<file path="src/rtl/fp_mult_ctrl_pkg.sv">
// Shared definitions for the GP02 8-bit floating-point multiplier controller:
// default format widths, FSM state encoding and operand field positions.
package fp_mult_ctrl_pkg;

    // Default format: [7] sign, [6:3] exponent (bias 7), [2:0] mantissa
    localparam int FP_EXP_W  = 4;
    localparam int FP_MANT_W = 3;
    localparam int FP_BIAS   = (1 << (FP_EXP_W - 1)) - 1;

    typedef enum logic [2:0] {
        ST_IDLE = 3'd0,
        ST_MULT = 3'd1,
        ST_NORM = 3'd2,
        ST_EXP  = 3'd3,
        ST_DONE = 3'd4
    } state_t;

    // Field positions inside an operand word of width 1+ew+mw
    function automatic int sign_pos(input int ew, input int mw);
        return ew + mw;
    endfunction

    function automatic int exp_msb(input int ew, input int mw);
        return ew + mw - 1;
    endfunction

    function automatic int exp_lsb(input int mw);
        return mw;
    endfunction

    function automatic int mant_msb(input int mw);
        return mw - 1;
    endfunction

endpackage

</file>
<file path="src/rtl/mult_mantisa_seq.sv">
// Sequential shift-add multiplier for the hidden-bit mantissas.
// start_i loads the operands and clears accumulator/counter; every cycle with
// en_i high performs one iteration. done_o flags the cycle whose closing edge
// completes the last iteration, so prod_o is final from the next cycle on.
module mult_mantisa_seq
    import fp_mult_ctrl_pkg::*;
#(
    parameter int N = FP_MANT_W + 1
) (
    input  logic           clk_i,
    input  logic           rst_i,
    input  logic           start_i,
    input  logic           en_i,
    input  logic [N-1:0]   mcand_i,
    input  logic [N-1:0]   mplier_i,
    output logic [2*N-1:0] prod_o,
    output logic           done_o
);

    localparam int CW = (N > 1) ? $clog2(N) : 1;

    logic [2*N-1:0] mcand_q, mcand_d;
    logic [N-1:0]   mplier_q, mplier_d;
    logic [2*N-1:0] acc_q, acc_d;
    logic [CW-1:0]  cnt_q, cnt_d;

    // Next-state: load on start, otherwise add the shifted multiplicand when
    // the current multiplier LSB is set and advance one bit position
    always_comb begin
        mcand_d  = mcand_q;
        mplier_d = mplier_q;
        acc_d    = acc_q;
        cnt_d    = cnt_q;
        if (start_i) begin
            mcand_d  = {{N{1'b0}}, mcand_i};
            mplier_d = mplier_i;
            acc_d    = '0;
            cnt_d    = '0;
        end else if (en_i) begin
            if (mplier_q[0]) begin
                acc_d = acc_q + mcand_q;
            end
            mcand_d  = mcand_q << 1;
            mplier_d = mplier_q >> 1;
            cnt_d    = cnt_q + CW'(1);
        end
    end

    // Iteration state registers
    always_ff @(posedge clk_i or posedge rst_i) begin
        if (rst_i) begin
            mcand_q  <= '0;
            mplier_q <= '0;
            acc_q    <= '0;
            cnt_q    <= '0;
        end else begin
            mcand_q  <= mcand_d;
            mplier_q <= mplier_d;
            acc_q    <= acc_d;
            cnt_q    <= cnt_d;
        end
    end

    assign prod_o = acc_q;
    assign done_o = en_i && (cnt_q == CW'(N - 1));

endmodule

</file>
<file path="src/rtl/fp_mult_ctrl.sv">
// Sequential controller for the GP02 8-bit floating-point multiplier.
// One operand pair is taken over valid/ready, multiplied over a fixed
// MULT(4) -> NORM -> EXP sequence and held in DONE until the sink takes it.
module fp_mult_ctrl
    import fp_mult_ctrl_pkg::*;
#(
    parameter int EXP_W  = FP_EXP_W,
    parameter int MANT_W = FP_MANT_W,
    parameter int BIAS   = FP_BIAS
) (
    input  logic                    i_clk,
    input  logic                    i_rst,
    input  logic                    i_valid,
    output logic                    o_ready,
    input  logic [EXP_W+MANT_W:0]   i_op_a,
    input  logic [EXP_W+MANT_W:0]   i_op_b,
    output logic                    o_valid,
    input  logic                    i_ready,
    output logic [EXP_W+MANT_W:0]   o_result,
    output logic                    o_overflow,
    output logic                    o_underflow
);

    localparam int OPW  = 1 + EXP_W + MANT_W;
    localparam int SGN  = sign_pos(EXP_W, MANT_W);
    localparam int EMSB = exp_msb(EXP_W, MANT_W);
    localparam int ELSB = exp_lsb(MANT_W);
    localparam int MMSB = mant_msb(MANT_W);
    localparam int MW   = MANT_W + 1;
    localparam int PW   = 2 * MW;

    localparam logic signed [EXP_W+1:0] BIAS_S = (EXP_W + 2)'(BIAS);
    localparam logic signed [EXP_W+1:0] MAXE_S = (EXP_W + 2)'((1 << EXP_W) - 1);

    // Biased exponent sum, wide enough to see both underflow and overflow
    function automatic logic signed [EXP_W+1:0] exp_raw(
        input logic [EXP_W-1:0] ea,
        input logic [EXP_W-1:0] eb,
        input logic             c
    );
        return $signed({2'b00, ea}) + $signed({2'b00, eb})
             + $signed({{(EXP_W + 1){1'b0}}, c}) - BIAS_S;
    endfunction

    // Final packing with flush-to-zero and saturation; returns {result, ovf, unf}
    function automatic logic [OPW+1:0] pack_result(
        input logic                    sign,
        input logic                    zero,
        input logic signed [EXP_W+1:0] raw,
        input logic [MANT_W-1:0]       mant
    );
        logic [OPW+1:0] r;
        if (zero) begin
            r = {sign, {(OPW - 1){1'b0}}, 2'b00};
        end else if (raw <= 0) begin
            // exponent 0 is reserved for zero, so anything at or below it flushes
            r = {sign, {(OPW - 1){1'b0}}, 2'b01};
        end else if (raw > MAXE_S) begin
            r = {sign, {(OPW - 1){1'b1}}, 2'b10};
        end else begin
            r = {sign, raw[EXP_W-1:0], mant, 2'b00};
        end
        return r;
    endfunction

    function automatic logic is_zero(input logic [OPW-1:0] op);
        return (op[EMSB:ELSB] == '0) && (op[MMSB:0] == '0);
    endfunction

    state_t                  state_q, state_d;
    logic                    accept;
    logic                    sign_q, zero_q;
    logic [EXP_W-1:0]        exp_a_q, exp_b_q;
    logic                    carry_q;
    logic [MANT_W-1:0]       mant_q;
    logic [PW-1:0]           prod;
    logic                    mult_done;
    logic signed [EXP_W+1:0] raw;
    logic [OPW+1:0]          res_d;
    logic [OPW-1:0]          result_q;
    logic                    ovf_q, unf_q;
    logic                    unused_prod_lsbs;

    assign accept = i_valid && (state_q == ST_IDLE);

    mult_mantisa_seq #(
        .N (MW)
    ) u_mult (
        .clk_i    (i_clk),
        .rst_i    (i_rst),
        .start_i  (accept),
        .en_i     (state_q == ST_MULT),
        .mcand_i  ({1'b1, i_op_a[MMSB:0]}),
        .mplier_i ({1'b1, i_op_b[MMSB:0]}),
        .prod_o   (prod),
        .done_o   (mult_done)
    );

    // Truncated-away product bits below the normalised mantissa
    assign unused_prod_lsbs = &{1'b0, prod[PW-MANT_W-3:0]};

    // FSM state register
    always_ff @(posedge i_clk or posedge i_rst) begin
        if (i_rst) begin
            state_q <= ST_IDLE;
        end else begin
            state_q <= state_d;
        end
    end

    // FSM next-state: fixed sequence, only IDLE and DONE wait on handshakes
    always_comb begin
        state_d = state_q;
        case (state_q)
            ST_IDLE: if (i_valid) state_d = ST_MULT;
            ST_MULT: if (mult_done) state_d = ST_NORM;
            ST_NORM: state_d = ST_EXP;
            ST_EXP:  state_d = ST_DONE;
            ST_DONE: if (i_ready) state_d = ST_IDLE;
            default: state_d = ST_IDLE;
        endcase
    end

    // Operand capture on accept and carry/mantissa extraction in NORM
    always_ff @(posedge i_clk) begin
        if (accept) begin
            sign_q  <= i_op_a[SGN] ^ i_op_b[SGN];
            zero_q  <= is_zero(i_op_a) || is_zero(i_op_b);
            exp_a_q <= i_op_a[EMSB:ELSB];
            exp_b_q <= i_op_b[EMSB:ELSB];
        end
        if (state_q == ST_NORM) begin
            carry_q <= prod[PW-1];
            mant_q  <= prod[PW-1] ? prod[PW-2 -: MANT_W] : prod[PW-3 -: MANT_W];
        end
    end

    assign raw   = exp_raw(exp_a_q, exp_b_q, carry_q);
    assign res_d = pack_result(sign_q, zero_q, raw, mant_q);

    // Result and flags, loaded in EXP and held through DONE until the next EXP
    always_ff @(posedge i_clk or posedge i_rst) begin
        if (i_rst) begin
            result_q <= '0;
            ovf_q    <= 1'b0;
            unf_q    <= 1'b0;
        end else if (state_q == ST_EXP) begin
            {result_q, ovf_q, unf_q} <= res_d;
        end
    end

    assign o_ready     = (state_q == ST_IDLE);
    assign o_valid     = (state_q == ST_DONE);
    assign o_result    = result_q;
    assign o_overflow  = ovf_q;
    assign o_underflow = unf_q;

endmodule

</file>
<file path="config.mk">
export PLATFORM = sky130hd
export DESIGN_NAME = fp_mult_ctrl
export DESIGN_NICKNAME = d
export VERILOG_FILES = /design/src/rtl/fp_mult_ctrl_pkg.sv /design/src/rtl/mult_mantisa_seq.sv /design/src/rtl/fp_mult_ctrl.sv
export SDC_FILE = /design/constraint.sdc
export NUM_CORES = 1
export LEC_CHECK = 0
export ABC_AREA = 0
export CORE_MARGIN = 3
export CORE_UTILIZATION = 50
export CTS_CLUSTER_DIAMETER = 120
export DETAILED_ROUTE_END_ITERATION = 8
export GPL_ROUTABILITY_DRIVEN = 0
export MAX_ROUTING_LAYER = met4
export PLACE_DENSITY = 0.71
export SLEW_MARGIN = 20
export SYNTH_ARGS = -nofsm -noshare
export SYNTH_HDL_FRONTEND = slang
export SYNTH_SLANG_ARGS = --single-unit
export TNS_END_PERCENT = 10
</file>
<file path="constraint.sdc">
create_clock -name i_clk -period 6.9 [get_ports i_clk]
set_input_delay 1.035 -clock i_clk [delete_from_list [all_inputs] [get_ports i_clk]]
set_output_delay 1.035 -clock i_clk [all_outputs]
set_load 0.01 [all_outputs]
</file>
==> results.json <==
{
  "holdPathStages": 2,
  "die_h_microns": 76.9,
  "worst_hold_path_type": "register to register",
  "reg_to_reg_startpoint": "carry_q",
  "start_kind": "register",
  "finalWorstPathRequiredPeriod_ns": 2.70,
  "rows": 25,
  "antenna_found_initial": 0,
  "post-cts-setup-buffer-count": 0,
  "grt.total_usage": 0.172,
  "outcome": "finished clean",
  "required_ns": 7.12,
  "placed_wire_length_estimate_after_detailed_placement_microns": 3450,
  "critical-path-slowest-cell": "sky130_fd_sc_hd__mux2i_1",
  "synth.top_cells.by_count": "44 x sky130_fd_sc_hd__nand2_1, 35 x sky130_fd_sc_hd__dfrtp_1, 16 x sky130_fd_sc_hd__ha_1, 16 x sky130_fd_sc_hd__o21ai_0, 15 x sky130_fd_sc_hd__inv_1",
  "floorplan.die_area_sq_um": 5920,
  "async_reset_ff_frac": 0.714,
  "pin_count": 32,
  "crit_chain": "inv_1, ha_1, inv_1, ha_1, fa_1, a21o_1, a21oi_1, mux2i_1, nor2_1, o21ai_0",
  "yosysWarnings": 0,
  "worstSkewPairLatency_ns": 0.30,
  "diodes": 0,
  "rr_endpoint": "o_result[6]",
  "synth.cell_area_sq_um": 2520,
  "ant_nets": 0,
  "hold_path_origin": "o_result[4]",
  "routed_via_density": 5.30,
  "drcViolationCount": 0,
  "critical_path.max_fanout": 8,
  "worstSetupEndpointType": "register",
  "setup_tns_ns": 0,
  "grt.overflow.total": 0,
  "grt_start_max_net_pins": 36,
  "num-fill-cells": 411,
  "floorplan.initialDensity": 0.526,
  "synth.yosys.seq_area_share": 0.515,
  "numClockSinks": 49,
  "synth_area_per_cell_sq_um": 10.5,
  "cts-hold-fix-buffers": 0,
  "placeableCoreArea_sq_um": 4790,
  "setup_violations": 0,
  "synth_seq_cells": 49,
  "clock-skew-final_ns": 0.00355,
  "placed_cells_incl_taps": 331,
  "layout_worst_path_cycle_share": 0.392,
  "cts_root_buf": "sky130_fd_sc_hd__clkbuf_8",
  "finalWirelength_microns": 4580,
  "critical-path-top-delay-family": "adder cells",
  "report.final.slew_viol_count": 0,
  "area_growth_pct": 19.1,
  "synth_top_cells_by_area": "sky130_fd_sc_hd__dfrtp_1 35%, sky130_fd_sc_hd__edfxtp_1 17%, sky130_fd_sc_hd__ha_1 8.0%",
  "synth_top_area_share": 0.348,
  "worstHoldEndpoint": "o_result[4]",
  "critical_path_arrival_ns": 2.93,
  "post-synth-top-count-cell": "sky130_fd_sc_hd__nand2_1",
  "synth_fp_nets": 278,
  "cts.path.max_buffers": 2,
  "power.ir.vdd_worst_mv": 0.193,
  "max_slew.worst_pin.slew_ns": 0.797,
  "htree_num_levels": 2,
  "synth_top_area_cell": "sky130_fd_sc_hd__dfrtp_1",
  "avgRoutedWirePerCell_microns": 13.5,
  "max_clock_freq_ghz": 0.370,
  "finalHoldViolations": 0,
  "cts_buffers": 5,
  "pwr_density_cell_nw_per_um2": 432,
  "synthesis.instances": 240,
  "grt_pass1_wl_microns": 7900,
  "final_layout_size_suffix_gt1_frac": 0.0735,
  "relative_max_transition_margin": 0.468,
  "worst-setup-path-type": "register to register",
  "synth.lib_cells_used.distinct": 48,
  "final-seq-area_sq_um": 1300,
  "rsz0062_at_grt": "false",
  "port_buffers": 31,
  "path_buf_inv": 2,
  "max_stage_delay_ns": 0.62,
  "cts.clk_slew.worst_paths_ns": 0.09,
  "route.vias.total": 1798,
  "worst_reg_to_reg_cells": 10,
  "multiInputGateArea_sq_um": 1120,
  "floorplan.die.width_microns": 76.9,
  "finalNonFillerCells": 339,
  "synth_flop_cell": "sky130_fd_sc_hd__dfrtp_1",
  "max-cap-violations": 0,
  "synth-edff-count": 14,
  "first_global_vias": 1748,
  "timing.reg2reg.setup_slack_ns": 4.20,
  "initial_detailed_routing_violation_count": 93,
  "power_leakage_uw": 0.00132,
  "nNetsFinal": 309,
  "cts_resized": 0,
  "drtPass1Iterations": 4,
  "cts_tree": "built"
}
-- worst reg2reg max path: stages, from the launching register on --
cell                       delay [ns]
sky130_fd_sc_hd__edfxtp_1        0.33
sky130_fd_sc_hd__inv_1           0.06
sky130_fd_sc_hd__ha_1            0.27
sky130_fd_sc_hd__inv_1           0.04
sky130_fd_sc_hd__ha_1            0.21
sky130_fd_sc_hd__fa_1            0.41
sky130_fd_sc_hd__a21o_1          0.20
sky130_fd_sc_hd__a21oi_1         0.25
sky130_fd_sc_hd__mux2i_1         0.62
sky130_fd_sc_hd__nor2_1          0.08
sky130_fd_sc_hd__o21ai_0         0.17
-- cells in the final DEF (no fill, tap or decap), types with 4 or more instances in the layout --
cell type,Yosys,final
sky130_fd_sc_hd__ha_1,16,16
sky130_fd_sc_hd__clkdlybuf4s50_1,0,31
sky130_fd_sc_hd__xnor2_1,4,4
sky130_fd_sc_hd__inv_1,15,15
sky130_fd_sc_hd__nor2_1,14,14
sky130_fd_sc_hd__nand2_1,44,44
sky130_fd_sc_hd__mux2_2,4,4
sky130_fd_sc_hd__xor2_1,4,4
sky130_fd_sc_hd__nand3_1,4,4
sky130_fd_sc_hd__edfxtp_1,14,14
sky130_fd_sc_hd__o21ai_0,16,16
sky130_fd_sc_hd__a21oi_1,13,13
sky130_fd_sc_hd__clkbuf_8,0,6
sky130_fd_sc_hd__dfrtp_1,35,35
sky130_fd_sc_hd__a21o_1,4,4
-- worst max-delay path by stage --
stage,from,to,slack (ns),cells past startpoint
6_report,carry_q,o_result[6],4.20,10
5_1_grt,carry_q,o_result[5],3.92,10
4_1_cts,carry_q,o_result[6],4.19,10
3_5_place_dp,i_valid,u_mult.prod_o[0],3.87,5
3_3_place_gp,i_valid,u_mult.mcand_q[2],3.93,5
2_1_floorplan,exp_a_q[0],o_result[0],4.53,10
-- final cells by class --
type                       count  share of cell area
sequential                    49               0.432
clock buffer                   6              0.0275
multi-input combinational    168               0.375
inverter                      15              0.0188
timing repair buffer          32               0.106
clock inverter                 2              0.0125
tap                           67              0.0280
-- layer usage --
layer	up-vias	GRT usage	wire (microns)
met4	0	0.0652	84
met5	-	-	0
met3	7	0.0423	178
met1	855	0.211	2070
li1	905	-	-
met2	31	0.276	2250
-- kinds of logic after synthesis --
logic type               synth area share
AO/OA/AOI/OAI                       0.137
flip-flops                          0.515
XOR/XNOR                           0.0278
multiplexers                       0.0259
adder cells (fa/ha/maj)            0.0955
buffers and inverters              0.0383
AND/OR/NAND/NOR                     0.161
-- where the power goes --
group | internal (uW) | total [uW] | switching [uW] | leakage [uW]
Clock | 118 | 213 | 95.0 | 0.0000574
Sequential | 411 | 495 | 84.0 | 0.000584
Combinational | 266 | 588 | 322 | 0.000682
-- state kept, by name, indices dropped and copies added, names as in the netlist, 2 cells and up --
signal and cells:
u_mult.prod_o 8, state_q 3, exp_b_q 4, o_result 8, u_mult.cnt_q 2, exp_a_q 4, mant_q 3, u_mult.mplier_q 4
u_mult.mcand_q 8
-- metrics by stage --
step                      power, uW  hold slack (ns)   util  area (sq um)  setup slack (ns)
after floorplan                 929            0.447      -          2520              4.53
after global placement         1080            0.464  0.601          2880              3.93
after detailed placement       1090            0.471  0.601          2880              3.87
after CTS                      1310            0.492  0.626          3000              4.19
after global routing           1400            0.515  0.626          3000              3.92
final                          1300            0.482  0.626          3000              4.20
(Power assumes the default switching activity.)
